===== config.mk =====
export PLATFORM = sky130hd
export DESIGN_NAME = cpld_ram_dma_flat
export DESIGN_NICKNAME = d
export VERILOG_FILES = /design/src/rtl/cpld_ram_dma_pkg.sv /design/src/rtl/cpld_ram_dma_if.sv /design/src/rtl/cpld_dma_addrgen.sv /design/src/rtl/cpld_ram_dma.sv /design/src/flat_wrapper.sv
export SDC_FILE = /design/constraint.sdc
export NUM_CORES = 1
export LEC_CHECK = 0
export ABC_AREA = 1
export CAP_MARGIN = 5
export CORE_AREA = 5 5 117 119
export CTS_BUF_LIST = sky130_fd_sc_hd__clkbuf_8
export CTS_CLUSTER_SIZE = 24
export DETAILED_ROUTE_END_ITERATION = 10
export DIE_AREA = 0 0 122 124
export PLACE_DENSITY_LB_ADDON = 0.2
export SKIP_CTS_REPAIR_TIMING = 1
export SLEW_MARGIN = 20
export SYNTH_ARGS = -nofsm -noshare
export SYNTH_HDL_FRONTEND = slang
export SYNTH_SLANG_ARGS = --single-unit

===== constraint.sdc =====
create_clock -name clk -period 1.8 [get_ports clk]
set_input_delay 0.18 -clock clk [delete_from_list [all_inputs] [get_ports clk]]
set_output_delay 0.18 -clock clk [all_outputs]
set_load 0.01 [all_outputs]

===== src/rtl/cpld_ram_dma_pkg.sv =====
// Shared constants for the CPLD expansion-RAM DMA engine:
// register offsets, control bit positions, FSM states, counter width.
package cpld_ram_dma_pkg;

  localparam logic [2:0] REG_SRC_LO = 3'd0;
  localparam logic [2:0] REG_SRC_HI = 3'd1;
  localparam logic [2:0] REG_DST_LO = 3'd2;
  localparam logic [2:0] REG_DST_HI = 3'd3;
  localparam logic [2:0] REG_PAGES  = 3'd4;
  localparam logic [2:0] REG_CTRL   = 3'd5;
  localparam logic [2:0] REG_FILL   = 3'd6;

  localparam int CTRL_START = 0;
  localparam int CTRL_FILL  = 1;
  localparam int CTRL_ABORT = 2;

  localparam int CNT_W = 17;

  typedef enum logic [1:0] {
    ST_IDLE,
    ST_RD,
    ST_WR
  } state_e;

  // Page count 0 means 256 pages of 256 bytes.
  function automatic logic [CNT_W-1:0] page_bytes(input logic [7:0] pages);
    return (pages == 8'd0) ? 17'h10000 : {1'b0, pages, 8'h00};
  endfunction

endpackage


===== src/rtl/cpld_ram_dma_if.sv =====
// SRAM bus between the DMA/CPU mux (master) and the SRAM pair (slave).
// ramadr[ADR_W-2:0], two chip selects, oe/we, engine data out + enable, data in.
interface cpld_ram_dma_if #(
  parameter int ADR_W = 20
);
  logic [ADR_W-2:0] ramadr;
  logic             ramcs0_b;
  logic             ramcs1_b;
  logic             ramoe_b;
  logic             ramwe_b;
  logic [7:0]       ram_dout;
  logic             ram_doe;
  logic [7:0]       ram_din;

  modport master (
    output ramadr, ramcs0_b, ramcs1_b, ramoe_b, ramwe_b,
    output ram_dout, ram_doe,
    input  ram_din
  );

  modport slave (
    input  ramadr, ramcs0_b, ramcs1_b, ramoe_b, ramwe_b,
    input  ram_dout, ram_doe,
    output ram_din
  );
endinterface


===== src/rtl/cpld_dma_addrgen.sv =====
// Working src/dst byte addresses and remaining-byte counter.
// load_i seeds all three; step_i advances after a committed write.
module cpld_dma_addrgen
  import cpld_ram_dma_pkg::*;
#(
  parameter int ADR_W = 20
) (
  input  logic             clk,
  input  logic             reset,
  input  logic             load_i,
  input  logic             step_i,
  input  logic [ADR_W-1:0] src_i,
  input  logic [ADR_W-1:0] dst_i,
  input  logic [CNT_W-1:0] cnt_i,
  output logic [ADR_W-1:0] src_o,
  output logic [ADR_W-1:0] dst_o,
  output logic             last_o
);

  logic [ADR_W-1:0] src_q, src_d;
  logic [ADR_W-1:0] dst_q, dst_d;
  logic [CNT_W-1:0] cnt_q, cnt_d;

  always_comb begin
    src_d = src_q;
    dst_d = dst_q;
    cnt_d = cnt_q;
    if (load_i) begin
      src_d = src_i;
      dst_d = dst_i;
      cnt_d = cnt_i;
    end else if (step_i) begin
      // Natural wrap at 2^ADR_W crosses chips transparently.
      src_d = src_q + 1'b1;
      dst_d = dst_q + 1'b1;
      cnt_d = cnt_q - 1'b1;
    end
  end

  always_ff @(posedge clk) begin
    if (reset) begin
      src_q <= '0;
      dst_q <= '0;
      cnt_q <= '0;
    end else begin
      src_q <= src_d;
      dst_q <= dst_d;
      cnt_q <= cnt_d;
    end
  end

  assign src_o  = src_q;
  assign dst_o  = dst_q;
  assign last_o = (cnt_q == CNT_W'(1));

endmodule


===== src/rtl/cpld_ram_dma.sv =====
// Page copy/fill DMA for the expansion SRAM with CPU priority.
// Ports: clk/reset, io_* register writes, cpu_* bus, ram (SRAM), busy/done/aborted.
module cpld_ram_dma
  import cpld_ram_dma_pkg::*;
#(
  parameter int ADR_W = 20
) (
  input  logic             clk,
  input  logic             reset,
  input  logic             io_wr,
  input  logic [2:0]       io_adr,
  input  logic [7:0]       io_data,
  input  logic             cpu_req,
  input  logic [ADR_W-1:0] cpu_adr,
  input  logic             cpu_rd_b,
  input  logic             cpu_wr_b,
  cpld_ram_dma_if.master   ram,
  output logic             busy,
  output logic             done,
  output logic             aborted
);

  state_e     state_q;
  logic [11:0] src_hi_q;
  logic [11:0] dst_hi_q;
  logic [7:0]  pages_q;
  logic [7:0]  fill_q;
  logic [7:0]  latch_q;
  logic        fill_mode_q;
  logic        done_q;
  logic        aborted_q;

  logic             idle;
  logic             ctrl_wr;
  logic             start;
  logic             abort;
  logic             commit;
  logic             step;
  logic             last;
  logic [ADR_W-1:0] src_a;
  logic [ADR_W-1:0] dst_a;
  logic [ADR_W-1:0] src_base;
  logic [ADR_W-1:0] dst_base;

  assign idle     = (state_q == ST_IDLE);
  assign ctrl_wr  = io_wr && (io_adr == REG_CTRL);
  assign start    = ctrl_wr && idle
                    && io_data[CTRL_START] && !io_data[CTRL_ABORT];
  assign abort    = ctrl_wr && !idle && io_data[CTRL_ABORT];
  // Any CPU cycle seen at the closing edge voids the engine access.
  assign commit   = !cpu_req;
  assign step     = commit && !abort && (state_q == ST_WR);
  assign src_base = ADR_W'({src_hi_q, 8'h00});
  assign dst_base = ADR_W'({dst_hi_q, 8'h00});

  cpld_dma_addrgen #(.ADR_W(ADR_W)) u_addrgen (
    .clk    (clk),
    .reset  (reset),
    .load_i (start),
    .step_i (step),
    .src_i  (src_base),
    .dst_i  (dst_base),
    .cnt_i  (page_bytes(pages_q)),
    .src_o  (src_a),
    .dst_o  (dst_a),
    .last_o (last)
  );

  always_ff @(posedge clk) begin
    if (reset) begin
      state_q     <= ST_IDLE;
      src_hi_q    <= '0;
      dst_hi_q    <= '0;
      pages_q     <= '0;
      fill_q      <= '0;
      latch_q     <= '0;
      fill_mode_q <= 1'b0;
      done_q      <= 1'b0;
      aborted_q   <= 1'b0;
    end else begin
      done_q <= 1'b0;
      if (io_wr && idle) begin
        unique case (io_adr)
          REG_SRC_LO: src_hi_q[7:0]  <= io_data;
          REG_SRC_HI: src_hi_q[11:8] <= io_data[3:0];
          REG_DST_LO: dst_hi_q[7:0]  <= io_data;
          REG_DST_HI: dst_hi_q[11:8] <= io_data[3:0];
          REG_PAGES:  pages_q        <= io_data;
          REG_CTRL:   fill_mode_q    <= io_data[CTRL_FILL];
          REG_FILL:   fill_q         <= io_data;
          default: ;
        endcase
      end
      if (abort) begin
        state_q   <= ST_IDLE;
        aborted_q <= 1'b1;
      end else begin
        unique case (state_q)
          ST_IDLE: if (start) begin
            state_q   <= io_data[CTRL_FILL] ? ST_WR : ST_RD;
            aborted_q <= 1'b0;
          end
          ST_RD: if (commit) begin
            latch_q <= ram.ram_din;
            state_q <= ST_WR;
          end
          ST_WR: if (commit) begin
            if (last) begin
              state_q <= ST_IDLE;
              done_q  <= 1'b1;
            end else begin
              state_q <= fill_mode_q ? ST_WR : ST_RD;
            end
          end
          default: state_q <= ST_IDLE;
        endcase
      end
    end
  end

  // CPU cycles pass straight through; reset parks the bus.
  always_comb begin
    ram.ramadr   = dst_a[ADR_W-2:0];
    ram.ramcs0_b = 1'b1;
    ram.ramcs1_b = 1'b1;
    ram.ramoe_b  = 1'b1;
    ram.ramwe_b  = 1'b1;
    ram.ram_dout = fill_mode_q ? fill_q : latch_q;
    ram.ram_doe  = 1'b0;
    if (!reset) begin
      if (cpu_req) begin
        ram.ramadr   = cpu_adr[ADR_W-2:0];
        ram.ramcs0_b = cpu_adr[ADR_W-1];
        ram.ramcs1_b = !cpu_adr[ADR_W-1];
        ram.ramoe_b  = cpu_rd_b;
        ram.ramwe_b  = cpu_wr_b;
      end else begin
        unique case (state_q)
          ST_RD: begin
            ram.ramadr   = src_a[ADR_W-2:0];
            ram.ramcs0_b = src_a[ADR_W-1];
            ram.ramcs1_b = !src_a[ADR_W-1];
            ram.ramoe_b  = 1'b0;
          end
          ST_WR: begin
            ram.ramcs0_b = dst_a[ADR_W-1];
            ram.ramcs1_b = !dst_a[ADR_W-1];
            ram.ramwe_b  = 1'b0;
            ram.ram_doe  = 1'b1;
          end
          default: ;
        endcase
      end
    end
  end

  assign busy    = !idle;
  assign done    = done_q;
  assign aborted = aborted_q;

endmodule


===== src/flat_wrapper.sv =====
// flat-port wrapper written by rule: the top's interface ports become plain ports
module cpld_ram_dma_flat import cpld_ram_dma_pkg::*;
#(
  parameter int ADR_W = 20
)
  (clk, reset, io_wr, io_adr, io_data, cpu_req, cpu_adr, cpu_rd_b, cpu_wr_b, busy, done, aborted, ram_ramadr, ram_ramcs0_b, ram_ramcs1_b, ram_ramoe_b, ram_ramwe_b, ram_ram_dout, ram_ram_doe, ram_ram_din);
  cpld_ram_dma_if #(.ADR_W(ADR_W)) ram_i ();
  input  logic clk;
  input  logic reset;
  input  logic io_wr;
  input  logic [2:0] io_adr;
  input  logic [7:0] io_data;
  input  logic cpu_req;
  input  logic [ADR_W-1:0] cpu_adr;
  input  logic cpu_rd_b;
  input  logic cpu_wr_b;
  output logic busy;
  output logic done;
  output logic aborted;
  output wire logic [$bits(ram_i.ramadr)-1:0] ram_ramadr;
  output wire logic [$bits(ram_i.ramcs0_b)-1:0] ram_ramcs0_b;
  output wire logic [$bits(ram_i.ramcs1_b)-1:0] ram_ramcs1_b;
  output wire logic [$bits(ram_i.ramoe_b)-1:0] ram_ramoe_b;
  output wire logic [$bits(ram_i.ramwe_b)-1:0] ram_ramwe_b;
  output wire logic [$bits(ram_i.ram_dout)-1:0] ram_ram_dout;
  output wire logic [$bits(ram_i.ram_doe)-1:0] ram_ram_doe;
  input wire logic [$bits(ram_i.ram_din)-1:0] ram_ram_din;
  assign ram_ramadr = ram_i.ramadr;
  assign ram_ramcs0_b = ram_i.ramcs0_b;
  assign ram_ramcs1_b = ram_i.ramcs1_b;
  assign ram_ramoe_b = ram_i.ramoe_b;
  assign ram_ramwe_b = ram_i.ramwe_b;
  assign ram_ram_dout = ram_i.ram_dout;
  assign ram_ram_doe = ram_i.ram_doe;
  assign ram_i.ram_din = ram_ram_din;
  cpld_ram_dma #(.ADR_W(ADR_W)) u_core (.clk(clk), .reset(reset), .io_wr(io_wr), .io_adr(io_adr), .io_data(io_data), .cpu_req(cpu_req), .cpu_adr(cpu_adr), .cpu_rd_b(cpu_rd_b), .cpu_wr_b(cpu_wr_b), .ram(ram_i), .busy(busy), .done(done), .aborted(aborted));
endmodule

==> impl_results.md <==
- Top cells by area, synth: dfxtp_1 36%, nand2_1 11%, o21ai_0 8.9%
- Initial antenna violation count: 0
- CTS tree: yes
- Post-synthesis sequential area ratio: between 30% and 40%
- Max Cap Viol: 0
- Least-Margin Pin Slew: between 0.3 and 0.4 ns
- GRT Overall Usage: 23.9%
- Clock period minus worst slack: approximately 2.0 ns
- WL per Instance: between 10 and 15 µm
- Worst Hold End: u_core.latch_q[2]$_SDFFE_PP0P_
- Met3 wire length: 1.38 mm
- Status: finished with violations
- Total CTS buffers: 9
- Num Clock Sinks: 110
- Slowest CP cell: dfxtp_2
- Fmax: 511 MHz
- Number of antenna diodes: 0
- Adder-Cell Fraction of Synth Area: 1.64%
- I/O pin cnt: 80
- Crit Path Category: register to primary output
- FF+latch count, synth: 110
- Register-to-Register Path Depth: 10
- Via count: 6395
- Global placement routability congestion: 0.977
- Synthesized net count: 983
- Min-delay src: ram_ram_din[2]
- Reg2Reg Setup Slack: -0.10 ns
- Largest family of logic cells by synthesized area: simple AND/OR/NAND/NOR gates
- Metal-1 WL: a little over 8 mm
- Worst Clk Skew: 0.0162 ns
- Most frequent cells in the layout: 182 x nand2_1, 121 x inv_1, 108 x dfxtp_1
- Uppermost layer routed: met4
- Die area: between 15000 and 20000 µm²
- CTS clock-pin slew for the worst setup and hold paths: 0.12 ns
- Crit-path cells: inv_2, ha_4, inv_4, a21oi_4, buf_6, clkbuf_16, o211ai_1, o21ai_0, clkbuf_2
- Crit-path max FO: 5
- Hold depth: 3
- Failing checks: setup timing
- Leading cell type in the layout, fill and taps excluded: nand2_1
- Crit. End Element: primary output
- Worst skew pair latency: 0.40 ns
- DRT Wirelength: ~18 mm
- Yosys top cell by area: dfxtp_1
- Placed cells: roughly 1200
- H-tree depth: 3
- Startpoint types: register
- Final setup fails: 60
- Total power: 0.00636 W
- Fin. max-slew vios: 0
- IO Port Bufs: 79
- Global-route wire length before repair: 28.7 mm
- Layout Cells excl Fill: 1233
- Via-to-Cell Ratio: 5.19
- Met2 WL post-DR: 8.25 mm
- Final Hold Viols: 0
- Dpl hpwl: 13.6 mm
- Row count: 41
- Slew margin rel.: 73.7%
- RSZ-0062 raised after global routing: true
- Hold Crit Class: primary input to register
- Gr ovfl total: 0
- Vias in the first global route: 5774
- Synth top area share: 36.1%
- Netlist cell types: 40
- Remaining DRCs: 0
- Synth warnings: 0
- Final period util: 109%
- CP arrival: 1.78 ns
- Starting Density: between 40% and 50%
- Pin count of the biggest net entering global routing: between 50 and 60
- Syn Area/Cell: 6.55 µm²
- Die height: 124 µm
- Peak VDD IR: about 0.56 mV
- Post-Route Utilization: 62.3%
- Pre-antenna DRT Iters: 5
- Layout cells sized above 1: between 10% and 20%
- Post-Synth Simple-Gate Area: 28.9%
- Pleak: 3.36 nW
- Critical path required time: 1.62 ns
- PwrDens: a little over 800 nW/µm²
- Post-synthesis mux area share: 0%
- Clock Path Buffers: 2
- PnR worst setup slack: -0.159 ns
- Net count, final: around 1100
- DRT iter0 DRCs: 490
- XOR/XNOR share of the synthesized area: 1.15%
- Core Box Area: 12500 µm²
- DP Worst Slack: -0.296 ns
- Compound-cell area share of the yosys netlist: 20.9%
- Hold_ws: 0.385 ns
- R2R Path Start: u_core.state_q[0]$_SDFFE_PP0P_
- Width of the die: between 100 and 150 µm
- Antenna-violating nets left: 0
- Cells after Synth: a little over 900
- Mapped cell area: 6090 µm²
- Clk root buf: clkbuf_8
- Worst r2r dst: u_core.u_addrgen.dst_o[8]$_SDFFE_PP0P_
- CP peak stage delay: 0.34 ns
- Syn-to-layout area delta: 27.6%
==> per-layer routing <==
metal  track usage, %  vias to the layer above
met2             39.2                      217
met3             5.27                       24
li1                 -                     3288
met4             5.95                        0
met1             32.2                     2866
met5                0                        -
==> report_power, final <==
group          leakage (nW)  switching, W  internal, W  total (W)
logic                  2.37       0.00119     0.000947    0.00213
registers             0.891      0.000101      0.00259    0.00269
clock network         0.104      0.000958     0.000580    0.00154
total                  3.36       0.00224      0.00411    0.00636
==> worst max-delay path: cells and delay by family (launching register included) <==
| family | cells | cell delay (ns) |
|---|---|---|
| AOI/OAI and AO/OA | 3 | 0.34 |
| adders and majority gates | 1 | 0.14 |
| DFF | 1 | 0.34 |
| buffers and inverters | 5 | 0.55 |
==> state kept, by name, summed over array words and instances (netlist names) <==
| register | cells |
|---|---|
| u_core.state_q | 2 |
| u_core.u_addrgen.src_o | 20 |
| u_core.aborted | 1 |
| u_core.u_addrgen.dst_o | 20 |
| u_core.pages_q | 8 |
| u_core.latch_q | 8 |
| u_core.done | 1 |
| u_core.u_addrgen.cnt_q | 17 |
| u_core.dst_hi_q | 12 |
| u_core.fill_mode_q | 1 |
| u_core.fill_q | 8 |
| u_core.src_hi_q | 12 |
==> logic make-up (layout without fill, tap and decap cells) <==
logic type / Yosys count / count (layout)
buf+inv: 170 / 301
xor+xnor: 8 / 8
simple gates: 404 / 404
flops: 110 / 110
fa+ha+maj: 8 / 8
compound gates: 230 / 230
==> cells in the mapped netlist (all sizes together) <==
master	number
clkinv	3
nor2	116
nand3b	1
and2	1
o21a	1
nor3	21
o221ai	1
nor4	3
a21oi	80
nand3	64
o21ai	110
xnor2	1
dfxtp	110
clkbuf	20
buf	19
inv	128
a31oi	9
nor3b	1
nand4	12
o211ai	20
nand2	185
o22ai	9
xor2	7
ha	8
==> worst max path at each step <==
stage                                              start                                       to  cells after the start
after floorplan           u_core.state_q[0]$_SDFFE_PP0P_  u_core.u_addrgen.dst_o[15]$_SDFFE_PP0P_                     11
after CTS                 u_core.state_q[1]$_SDFFE_PP0P_                            ram_ramadr[0]                      8
after global placement                           cpu_req                           ram_ramadr[14]                      7
final                     u_core.state_q[1]$_SDFFE_PP0P_                           ram_ramadr[11]                      9
after global routing      u_core.state_q[1]$_SDFFE_PP0P_                            ram_ramadr[0]                      9
after detailed placement                         cpu_req                            ram_ramadr[0]                      7
==> layout make-up <==
type	instances	area (µm²)
sequential	110	2210
timing repair buffer	154	1380
tap	172	215
inverter	131	497
fill	1178	4690
multi-input combinational	650	3270
clock buffer	10	138
clock inverter	6	66.3
==> through the flow <==
stage / cell area (µm²) / setup TNS (ns)
3_3_place_gp: 7490 / -11.60
3_5_place_dp: 7490 / -15.03
6_report: 7770 / -3.52
5_1_grt: 7770 / -12.58
4_1_cts: 7700 / -17.19
2_1_floorplan: 6090 / 0
(Power assumes the default switching activity.)
